### config.mk
export PLATFORM = sky130hd
export DESIGN_NAME = vx_issue_sched
export DESIGN_NICKNAME = d
export VERILOG_FILES = /design/src/rtl/vx_issue_sched.sv
export SDC_FILE = /design/constraint.sdc
export NUM_CORES = 1
export LEC_CHECK = 0
export ABC_AREA = 1
export BUFFER_PORTS_ARGS = -buffer_cell sky130_fd_sc_hd__buf_2
export CORE_AREA = 2 2 130 132
export CTS_CLUSTER_DIAMETER = 200
export DETAILED_ROUTE_END_ITERATION = 12
export DIE_AREA = 0 0 132 134
export GPL_TIMING_DRIVEN = 0
export PLACE_DENSITY = 0.74
export REMOVE_ABC_BUFFERS = 1
export SYNTH_ARGS = -nofsm -noshare
export SYNTH_HDL_FRONTEND = slang
export SYNTH_SLANG_ARGS = --single-unit
export TNS_END_PERCENT = 100
### constraint.sdc
create_clock -name clk -period 4.03 [get_ports clk]
set_input_delay 0.2015 -clock clk [delete_from_list [all_inputs] [get_ports clk]]
set_output_delay 0.2015 -clock clk [all_outputs]
set_load 0.01 [all_outputs]
### src/rtl/vx_issue_sched.sv
// Issue scheduler: round-robin pick among warps whose buffer head is valid and hazard-free,
// staged in a one-entry output register. Define ISSUE_SCHED_PERF_EN to add stall counters.
module vx_issue_sched #(
    parameter int NUM_WARPS = 4,
    parameter int DATAW     = 64,
    localparam int WW       = $clog2(NUM_WARPS)
) (
    input  logic                       clk,
    input  logic                       reset,
    input  logic [NUM_WARPS-1:0]       req_valid_i,
    input  logic [NUM_WARPS*DATAW-1:0] req_data_i,
    input  logic [NUM_WARPS-1:0]       sb_ready_i,
    output logic [NUM_WARPS-1:0]       req_ready_o,
    output logic                       out_valid_o,
    output logic [WW-1:0]              out_wid_o,
    output logic [DATAW-1:0]           out_data_o,
    input  logic                       out_ready_i
`ifdef ISSUE_SCHED_PERF_EN
    ,
    output logic [31:0]                perf_sb_stalls_o,
    output logic [31:0]                perf_ex_stalls_o
`endif
);

    logic [NUM_WARPS-1:0] eligible_s;
    logic                 can_load_s;
    logic                 found_s;
    logic                 fire_s;
    logic [WW-1:0]        idx_s;
    logic [WW-1:0]        grant_wid_s;

    logic                 out_valid_q, out_valid_d;
    logic [WW-1:0]        out_wid_q,   out_wid_d;
    logic [DATAW-1:0]     out_data_q,  out_data_d;
    logic [WW-1:0]        rr_ptr_q,    rr_ptr_d;

    assign eligible_s = req_valid_i & sb_ready_i;
    assign can_load_s = ~out_valid_q | out_ready_i;

    // First eligible warp at or above rr_ptr; WW-bit addition wraps modulo NUM_WARPS.
    always_comb begin
        found_s     = 1'b0;
        grant_wid_s = '0;
        idx_s       = '0;
        for (int i = 0; i < NUM_WARPS; i++) begin
            idx_s = rr_ptr_q + WW'(i);
            if (!found_s && eligible_s[idx_s]) begin
                found_s     = 1'b1;
                grant_wid_s = idx_s;
            end else begin
                found_s     = found_s;
            end
        end
    end

    assign fire_s      = found_s & can_load_s & ~reset;
    assign req_ready_o = fire_s ? (NUM_WARPS'(1) << grant_wid_s) : '0;

    // Output stage next state: load on grant, drain on accept, otherwise hold.
    always_comb begin
        out_valid_d = out_valid_q;
        out_wid_d   = out_wid_q;
        out_data_d  = out_data_q;
        rr_ptr_d    = rr_ptr_q;
        if (fire_s) begin
            out_valid_d = 1'b1;
            out_wid_d   = grant_wid_s;
            out_data_d  = req_data_i[int'(grant_wid_s) * DATAW +: DATAW];
            rr_ptr_d    = grant_wid_s + WW'(1);
        end else if (out_ready_i) begin
            out_valid_d = 1'b0;
        end else begin
            out_valid_d = out_valid_q;
        end
    end

    // Output stage and round-robin pointer registers.
    always_ff @(posedge clk) begin
        if (reset) begin
            out_valid_q <= 1'b0;
            out_wid_q   <= '0;
            out_data_q  <= '0;
            rr_ptr_q    <= '0;
        end else begin
            out_valid_q <= out_valid_d;
            out_wid_q   <= out_wid_d;
            out_data_q  <= out_data_d;
            rr_ptr_q    <= rr_ptr_d;
        end
    end

    assign out_valid_o = out_valid_q;
    assign out_wid_o   = out_wid_q;
    assign out_data_o  = out_data_q;

`ifdef ISSUE_SCHED_PERF_EN
    logic        sb_stall_s;
    logic        ex_stall_s;
    logic [31:0] perf_sb_stalls_q;
    logic [31:0] perf_ex_stalls_q;

    // Scoreboard stall: work is present and the output could take it, but every head has a hazard.
    assign sb_stall_s = (|req_valid_i) & ~(|eligible_s) & can_load_s;
    assign ex_stall_s = out_valid_q & ~out_ready_i;

    // Saturating stall counters.
    always_ff @(posedge clk) begin
        if (reset) begin
            perf_sb_stalls_q <= 32'd0;
            perf_ex_stalls_q <= 32'd0;
        end else begin
            if (sb_stall_s && (perf_sb_stalls_q != 32'hFFFF_FFFF)) begin
                perf_sb_stalls_q <= perf_sb_stalls_q + 32'd1;
            end else begin
                perf_sb_stalls_q <= perf_sb_stalls_q;
            end
            if (ex_stall_s && (perf_ex_stalls_q != 32'hFFFF_FFFF)) begin
                perf_ex_stalls_q <= perf_ex_stalls_q + 32'd1;
            end else begin
                perf_ex_stalls_q <= perf_ex_stalls_q;
            end
        end
    end

    assign perf_sb_stalls_o = perf_sb_stalls_q;
    assign perf_ex_stalls_o = perf_ex_stalls_q;
`endif

endmodule

==> run_results.csv <==
group,metric,value,unit
clock_tree,h-tree-depth,3,
global_route,grt_pass1_vias,6402,
placement,dp.final_hpwl,13800,um
job,drv_cap,0,
worst_setup_path,path_max_fanout,77,
power_and_ir_drop,p_sw,3440,uW
final_layout,nNetsFinal,1467,
synthesis,yosysSeqAreaShare,27.6,%
drt,drcViolationCount,0,
sta,min_period,3650,ps
worst_setup_path,critPathKind,"reg2out",
sta,worst_slew_pin_slew,900,ps
drt,wl_per_cell,13.9,um
sta,slew_violations,0,
synthesis,ys_types,22,
floorplanning,core,16300,um2
sta,setup_viol,0,
placement,placed_area,6850,um2
worst_setup_path,crit_path_frequent_cell,"nand3_1",
sta,finalCritPeriodShare,90.7,%
drt,dr.pass1.iters,4,
global_route,grt_usage,21.8,%
drt,wl,19800,um
drt,ant_nets,0,
power_and_ir_drop,irDropWorstVdd,0.462,mV
worst_setup_path,cp-start-kind,"flop",
worst_hold_path,hold_depth,2,
placement,gp_congestion,0.843,
power_and_ir_drop,pwr-share-comb,68.0,%
final_layout,fin_util,44.5,%
floorplanning,dieArea,17700,um2
power_and_ir_drop,p_seq_share,18.4,%
drt,drtIter0Drc,358,
global_route,grt_pass1_wl,31300,um
worst_setup_path,critical_path_arrival,3450,ps
final_layout,layout-drive-gt1-share,31.3,%
floorplanning,io_pins,338,
global_route,use_met3,4.16,%
clock_tree,cts_sinks,69,
global_route,busiest_layer,"met2",
floorplanning,initial_core_util,30.8,%
status,status,"finished clean",
floorplanning,die-height,134,um
synthesis,netlist_area,5010,um2
final_layout,regArea,1380,um2
sta,maxSlewHeadroom,39.8,%
worst_setup_path,r2r_cells,12,
global_route,antenna_found_initial,0,
worst_setup_path,path_delay_family,"simple AND/OR/NAND/NOR gates",
worst_setup_path,slowest_stage,"dfxtp_2",
synthesis,synth_area_per_cell,5.52,um2
worst_setup_path,critPathRequiredTime,3830,ps
floorplanning,die_w,132,um
synthesis,yosys.area_share.adder,0,%
final_layout,multi_input_area,3150,um2
synthesis,syn_inst,908,
worst_hold_path,hp-class,"in2reg",
clock_tree,insertion_delay,330,ps
floorplanning,fp-row-count,47,
synthesis,synth-warning-count,0,
final_layout,layout.cell_area.non_filler,7250,um2
worst_setup_path,path_buf_inv,4,
global_route,overflow,0,
synthesis,ys_seq_elements,69,
sta,timing.fmax,274,MHz
power_and_ir_drop,power_switching_share,53.4,%
power_and_ir_drop,leakagePower,0.00419,uW
sta,hold_violations,0,
worst_setup_path,critPathMaxStageDelay,500,ps
final_layout,diodes,0,
synthesis,synth-xor-area-share,0,%
synthesis,muxShareOfSynthArea,0,%
power_and_ir_drop,p_clk_share,13.6,%
global_route,gr-usage-met2,38.7,%
final_layout,nFillCells,1772,
clock_tree,cts_buffers,9,
clock_tree,root_buffer,"clkbuf_16",
final_layout,synthToLayoutAreaGrowth,44.6,%
drt,vias,6873,
synthesis,synth_top_family_by_area,"simple AND/OR/NAND/NOR gates",
sta,rsz0062_at_grt,"no",
sta,final.setup_skew,5.67,ps
global_route,use_met1,26.2,%
worst_setup_path,path_cells,"inv_2 -> nand3_1 -> nand3_1 -> nand2_1 -> nand3_1 -> nand3_4 -> nand2_8 -> buf_16 -> inv_6 -> nand2_1 -> nor2_1 -> buf_2",
worst_setup_path,critical_path_depth,12,
power_and_ir_drop,p_per_area,890,nW/um2
clock_tree,clkTransAtPathRegs,60,ps
clock_tree,cts.path.max_buffers,2,
clock_tree,cts_tree,"yes",
synthesis,synthSimpleGateAreaFrac,58.9,%
power_and_ir_drop,power.internal,3010,uW
global_route,grt_start_max_net_pins,78,
worst_setup_path,crit_path_end_kind,"primary output",
placement,io_buffers,337,
drt,via_per_inst,4.82,
synthesis,synth-compound-area-share,1.97,%
worst reg2reg max path, cell delays in order (launching register included):
cell and delay [ps]:
dfxtp_2 500, inv_2 140, nand3_1 130, nand2_1 110, nand2_1 70, nand2_1 50
o21ai_0 140, nand3_2 730, nor2_2 710, buf_8 260, nand3_1 140, nand2_1 80
nor2_1 40
repair_timing:
item / 4_1_cts / 5_1_grt
hold buffers: 0 / 0
cloned: 2 / 0
endpoints found under the setup margin: 29 / 2
resized for setup: 4 / 3
setup buffers: 2 / 0
pin swaps: 2 / 0
routing by layer:
layer	up-vias	share of wire, %
li1	3485	-
met1	3066	42
met2	284	48
met3	38	7.1
met4	0	2.5
met5	-	0
final cells by class:
class | instances | share of cell area (%)
inverter | 70 | 3.69
sequential | 69 | 19.1
clock inverter | 3 | 0.932
clock buffer | 13 | 3.59
multi-input combinational | 704 | 43.5
tap | 220 | 3.80
timing repair buffer | 346 | 25.4
power by group through the flow:
stage	logic, uW	registers [uW]	clock network, uW
final	4380	1190	878
after global routing	4930	1230	934
after CTS	4380	1180	904
after detailed placement	4220	1190	0
after global placement	4090	1180	0
after floorplan	2620	1330	0
final timing paths:
kind,startpoint,endpoint,slack [ps]
worst min-delay path,reset,out_wid_o[1]$_SDFFE_PP0P_,120
worst max-delay path,rr_ptr_q[0]$_SDFFE_PP0P_,req_ready_o[1],380
worst min register to register,out_data_o[31]$_SDFFE_PP0P_,out_data_o[31]$_SDFFE_PP0P_,470
worst max register to register,rr_ptr_q[0]$_SDFFE_PP0P_,out_data_o[33]$_SDFFE_PP0P_,830
stage by stage:
| stage | hold WS (ps) | setup TNS [ps] | std cells | setup WS [ps] | total power (uW) |
|---|---|---|---|---|---|
| floorplan | 271 | -13320 | 841 | -567 | 3950 |
| global placement | 443 | -129860 | 1398 | -2480 | 5270 |
| detailed placement | 458 | -5010 | 1405 | -530 | 5410 |
| CTS | 98.1 | 0 | 1425 | 11.7 | 6470 |
| global route | 111 | 0 | 1425 | 111 | 7090 |
| finish | 120 | 0 | 1425 | 375 | 6450 |
cells by family after synthesis:
kind of cell	count (synthesis)
AND/OR/NAND/NOR	687
AO/OA/AOI/OAI	15
buffers and inverters	137
flip-flops	69
flip-flops by register name (all words and copies together) (netlist names):
name         flops
out_wid_o        2
out_data_o      64
rr_ptr_q         2
out_valid_o      1
synthesized netlist by cell type:
library cell	instances	area, um2
nor2_1	88	330
a21oi_1	2	10.0
nand3_2	1	10.0
o21ai_2	1	8.76
o21ai_1	1	5.00
inv_1	66	248
buf_1	11	41.3
nand3_1	270	1350
buf_6	1	11.3
nor2_2	1	6.26
o211ai_1	7	52.6
o21ai_0	3	15.0
inv_2	4	15.0
clkbuf_1	20	75.1
o31ai_1	1	7.51
dfxtp_1	69	1380
nand2_2	2	12.5
buf_4	5	37.5
nand4_1	3	18.8
or2_1	7	43.8
buf_2	30	150
nand2_1	315	1180
layout by cell type (no fill, tap or decap), drive strengths merged:
cell / n
a21oi: 2
buf: 346
bufinv: 2
clkbuf: 13
clkinvlp: 1
dfxtp: 69
inv: 70
nand2: 319
nand3: 271
nand4: 3
nor2: 89
o211ai: 7
o21ai: 5
o31ai: 1
or2: 7
Note: power is estimated with default switching activity, not from simulation.
